**config.mk**
```make
export PLATFORM = sky130hd
export DESIGN_NAME = spi_xfer_scheduler
export DESIGN_NICKNAME = d
export VERILOG_FILES = /design/src/rtl/spi_xfer_scheduler.sv
export SDC_FILE = /design/constraint.sdc
export NUM_CORES = 1
export LEC_CHECK = 0
export CAP_MARGIN = 10
export CORE_MARGIN = 2
export CORE_UTILIZATION = 31
export CTS_CLUSTER_DIAMETER = 60
export DETAILED_ROUTE_END_ITERATION = 8
export GPL_TIMING_DRIVEN = 1
export PLACE_DENSITY = 0.71
export SKIP_LAST_GASP = 1
export SYNTH_ARGS = -nofsm -noshare
export SYNTH_HDL_FRONTEND = slang
export SYNTH_SLANG_ARGS = --single-unit
```
**constraint.sdc**
```tcl
create_clock -name mclk -period 4.75 [get_ports mclk]
set_clock_uncertainty 0.15 [all_clocks]
set_input_delay 0.7125 -clock mclk [delete_from_list [all_inputs] [get_ports mclk]]
set_output_delay 0.7125 -clock mclk [all_outputs]
set_load 0.02 [all_outputs]
```
**src/rtl/spi_xfer_scheduler.sv**
```systemverilog
// Arbitrated one-byte SPI transfer scheduler driving the master load/start/read controls.
// Define SPI_SCHED_RR_EN for round-robin arbitration; otherwise fixed lowest-index priority.
module spi_xfer_scheduler #(
    parameter int NUM_REQ     = 4,
    parameter int XFER_CYCLES = 16
) (
    input  logic                 mclk,
    input  logic                 rst,
    input  logic [NUM_REQ-1:0]   req_valid,
    input  logic [8*NUM_REQ-1:0] req_data,
    output logic [NUM_REQ-1:0]   req_ready,
    output logic [NUM_REQ-1:0]   rsp_valid,
    output logic [7:0]           rsp_data,
    output logic                 busy,
    output logic [7:0]           din_master,
    output logic                 ld_master,
    output logic                 start,
    output logic                 rd_master,
    input  logic [7:0]           dout_master
);

    localparam int IDX_W = $clog2(NUM_REQ);
    localparam int CNT_W = $clog2(XFER_CYCLES + 1);
    localparam logic [CNT_W-1:0] CNT_LOAD = CNT_W'(XFER_CYCLES - 1);

    typedef enum logic [2:0] {
        S_IDLE,
        S_LOAD,
        S_START,
        S_WAIT,
        S_READ,
        S_RESP
    } state_t;

    state_t           r_state;
    state_t           w_next;
    logic [7:0]       r_tx;
    logic [7:0]       r_rx;
    logic [IDX_W-1:0] r_owner;
    logic [CNT_W-1:0] r_cnt;

    logic             w_any;
    logic [IDX_W-1:0] w_grant;
    logic [7:0]       w_grantData;
    logic             w_accept;

`ifdef SPI_SCHED_RR_EN
    logic [IDX_W-1:0] r_ptr;
    logic [IDX_W-1:0] w_start;

    assign w_start = (r_ptr == IDX_W'(NUM_REQ - 1)) ? '0 : r_ptr + 1'b1;

    // Search outward from the slot after the last winner; offset k is the priority rank.
    always_comb begin
        w_any   = 1'b0;
        w_grant = '0;
        for (int k = 0; k < NUM_REQ; k++) begin
            for (int s = 0; s < NUM_REQ; s++) begin
                if (!w_any && (w_start == IDX_W'(s)) && req_valid[(s + k) % NUM_REQ]) begin
                    w_any   = 1'b1;
                    w_grant = IDX_W'((s + k) % NUM_REQ);
                end
            end
        end
    end

    always_ff @(posedge mclk or posedge rst) begin
        if (rst) begin
            r_ptr <= IDX_W'(NUM_REQ - 1);
        end else if (w_accept) begin
            r_ptr <= w_grant;
        end
    end
`else
    always_comb begin
        w_any   = 1'b0;
        w_grant = '0;
        for (int i = NUM_REQ - 1; i >= 0; i--) begin
            if (req_valid[i]) begin
                w_any   = 1'b1;
                w_grant = IDX_W'(i);
            end
        end
    end
`endif

    assign w_accept = (r_state == S_IDLE) && w_any;

    always_comb begin
        w_grantData = '0;
        for (int i = 0; i < NUM_REQ; i++) begin
            if (w_grant == IDX_W'(i)) begin
                w_grantData = req_data[8*i +: 8];
            end
        end
    end

    always_ff @(posedge mclk or posedge rst) begin
        if (rst) begin
            r_state <= S_IDLE;
        end else begin
            r_state <= w_next;
        end
    end

    always_comb begin
        w_next = r_state;
        case (r_state)
            S_IDLE:  if (w_any) w_next = S_LOAD;
            S_LOAD:  w_next = S_START;
            S_START: w_next = S_WAIT;
            S_WAIT:  if (r_cnt == '0) w_next = S_READ;
            S_READ:  w_next = S_RESP;
            S_RESP:  w_next = S_IDLE;
            default: w_next = S_IDLE;
        endcase
    end

    // Counter is loaded with XFER_CYCLES-1 in START so WAIT spans exactly XFER_CYCLES cycles.
    always_ff @(posedge mclk or posedge rst) begin
        if (rst) begin
            r_tx    <= '0;
            r_rx    <= '0;
            r_owner <= '0;
            r_cnt   <= '0;
        end else begin
            if (w_accept) begin
                r_tx    <= w_grantData;
                r_owner <= w_grant;
            end
            if (r_state == S_START) begin
                r_cnt <= CNT_LOAD;
            end else if ((r_state == S_WAIT) && (r_cnt != '0)) begin
                r_cnt <= r_cnt - 1'b1;
            end
            if (r_state == S_READ) begin
                r_rx <= dout_master;
            end
        end
    end

    // The accept pulse is masked while reset is held so no grant is shown for a request
    // that the held-in-reset registers cannot take.
    always_comb begin
        req_ready = '0;
        rsp_valid = '0;
        for (int i = 0; i < NUM_REQ; i++) begin
            req_ready[i] = w_accept && !rst && (w_grant == IDX_W'(i));
            rsp_valid[i] = (r_state == S_RESP) && (r_owner == IDX_W'(i));
        end
    end

    assign ld_master  = (r_state == S_LOAD);
    assign start      = (r_state == S_START);
    assign rd_master  = (r_state == S_READ);
    assign busy       = (r_state != S_IDLE);
    assign din_master = r_tx;
    assign rsp_data   = r_rx;

endmodule
```
==> results_dict.tcl <==
set metrics [dict create \
    status "finished, final reports clean" \
    cts_made_buffers 3 \
    die_w_um 73.4 \
    drtAntennaViolNets 0 \
    path_depth 4 \
    cts_tree "built" \
    yosysSeqAreaShare_pct 43.6 \
    wl_per_cell_um 13.4 \
    path_cells "clkdlybuf4s50_1, inv_1, nor4_1, clkdlybuf4s50_1" \
    stdcell_count 288 \
    synth.cell_area_um2 1490 \
    seq_area_um2 651 \
    initialDrtViolationCount 51 \
    synthTopCellsByArea "dfrtp_1 44%, a21oi_1 8.0%, mux2_2 6.0%" \
    via_count 1415 \
    drv_slew 0 \
    area_delta_synth_final_pct 56.1 \
    r2r_start "r_cnt[0]" \
    cts_max_path_buffers 2 \
    final_cell_mix "73 x clkdlybuf4s50_1, 26 x dfrtp_1, 24 x a21oi_1" \
    fin_tns_setup_ps 0 \
    first_pass_iters 4 \
    power.density_nw_per_um2 365 \
    postCtsSetupBuffers 0 \
    crit_buf_inv 3 \
    fmax_mhz 284 \
    cts_resized 0 \
    cp-startpoint "req_valid[1]" \
    post-place-cells 284 \
    gp_congestion 0.783 \
    cts.htree.levels 1 \
    drive_gt1_share_pct 7.69 \
    vdd_drop_max_v 0.000241 \
    slew_headroom_pct 28.5 \
    worstSetupPathType "input pin to output port" \
    grt_pass1_wl_mm 6.40 \
    path_common_cell "clkdlybuf4s50_1" \
    antenna-diode-count 0 \
    power.leakage_uw 0.00100 \
    grt_usage_pct 15.2 \
    start_util_pct 31.8 \
    clk_latency_ps 270 \
    cp_data_arrival_time_ps 2660 \
    crit_fanout 15 \
    synth_nets 211 \
    min_period_ps 3520 \
    rsz0062_at_grt "false" \
    antenna_found_initial 0 \
    yosys_warnings 0 \
    syn_area_per_cell_um2 9.11 \
    first_global_vias 1396 \
    worst_path_max_delay_cell "clkdlybuf4s50_1" \
    rr_worst_depth 6 \
    layout.nets 282 \
    hold_path_depth 1 \
    min-delay-start "r_cnt[0]" \
    setup_viol 0 \
    placed_area_um2 2260 \
    clockRootBuffer "clkbuf_8" \
    multiInputGateArea_um2 748 \
    finalInstanceArea_um2 2330 \
    grt.overflow.total 0 \
    drc 0 \
    grt_max_degree 28 \
    rows 25 \
    setup_slack_ps 1230 \
    synth_top_area_cell "dfrtp_1" \
    clock-sinks 26 \
    ys_types 36 \
    pre_cts_slack_ps 1250 \
    hold_viol_final 0 \
    port_buffers 73 \
    cpPeakStageDelay_ps 790 \
    crit_required_ps 3890 \
    ys_ff_latch 26 \
    die_h_um 73.4 \
    start_kind "input pin" \
    yosys.area.top_type_share_pct 43.6 \
    cap_violations 0 \
    fin_crit_sh_pct 74.1 \
    hold_class "flop to flop" \
    layout_commonest_cell "clkdlybuf4s50_1" \
    syn-instance-count 164 \
    clk_pin_slew_ps 90 \
    worstSetupEndpointType "output port" \
    hold_slack_ps 342 \
    routed_wirelength_mm 3.85 \
    hpwl_mm 2.96 \
    routed_via_density 4.91 \
    io_pins 74 \
    tightest_slew_ps 1060 \
    core_area_um2 4690 \
    cp_top_family "buffers and inverters" \
    cts_hold_buf 0 \
    die-area_um2 5390 \
    nFillCells 455 \
]
kinds of logic after synthesis:
| family | count (synthesis) | share of synthesized area, % |
|---|---|---|
| simple gates | 51 | 19.2 |
| compound gates | 50 | 20.0 |
| flops | 26 | 43.6 |
| buf+inv | 22 | 6.37 |
| mux | 14 | 10.1 |
| fa+ha+maj | 1 | 0.837 |
per-layer routing:
metal	share of wire, %	routed length (um)	vias up	global-route usage (%)
li1	-	-	725	-
met1	45	1730	641	20.6
met2	47	1830	45	24.2
met3	7.0	269	4	4.53
met4	0.70	27	0	2.83
met5	0	0	-	0
metrics by stage:
stage          total power [uW]  utilization (%)
3_3_place_gp                672             48.2
4_1_cts                     865             49.7
2_1_floorplan               527                -
5_1_grt                     920             49.7
3_5_place_dp                679             48.2
6_report                    852             49.7
worst paths after layout:
path	slack (ps)	endpoint
setup reg to reg	2590	r_cnt[0]
min in group asynchronous	740	r_cnt[2]
hold / removal	340	r_cnt[0]
hold reg to reg	340	r_cnt[0]
max in group asynchronous	3450	din_master[5]
setup / recovery	1230	req_ready[1]
registers in the layout, indices dropped and copies added (netlist names):
name,flops
r_state,3
r_owner,2
rsp_data,8
r_cnt,5
din_master,8
final cells by class:
| class | count | share of cell area [%] |
|---|---|---|
| multi-input cells | 116 | 32.1 |
| repair buffers | 75 | 32.0 |
| flip-flops and latches | 26 | 27.9 |
| well taps | 54 | 2.90 |
| inverters | 13 | 2.09 |
| clock buffers | 3 | 1.77 |
| clock inverters | 1 | 1.29 |
synthesized netlist by cell type:
library cell and n:
nor3_2 1, o31ai_1 3, nand2_1 6, nor2_1 14
dfrtp_1 26, inv_1 13, o21ai_0 6, and3_1 1
clkbuf_1 3, buf_1 1, o22a_1 1, a31oi_1 1
buf_6 1, buf_2 4, o31a_1 3, a211oi_1 2
nor3b_1 2, or3_1 1, nor4b_1 2, a31o_2 1
ha_1 1, mux2i_1 6, mux2_2 8, nand3b_1 1
or4_4 1, nand2_4 1, nand2b_1 4, a21boi_0 1
or2b_1 5, nor3_1 9, nor2b_1 2, a21oi_1 24
a221oi_1 1, o21bai_1 1, nor4_1 1, o22ai_1 6
report_power, final:
| part | internal [uW] | switching (uW) | leakage [uW] |
|---|---|---|---|
| logic | 169 | 160 | 0.000635 |
| registers | 286 | 57.3 | 0.000331 |
| clock network | 113 | 67.6 | 0.0000357 |
Note: power is estimated with default switching activity, not from simulation.
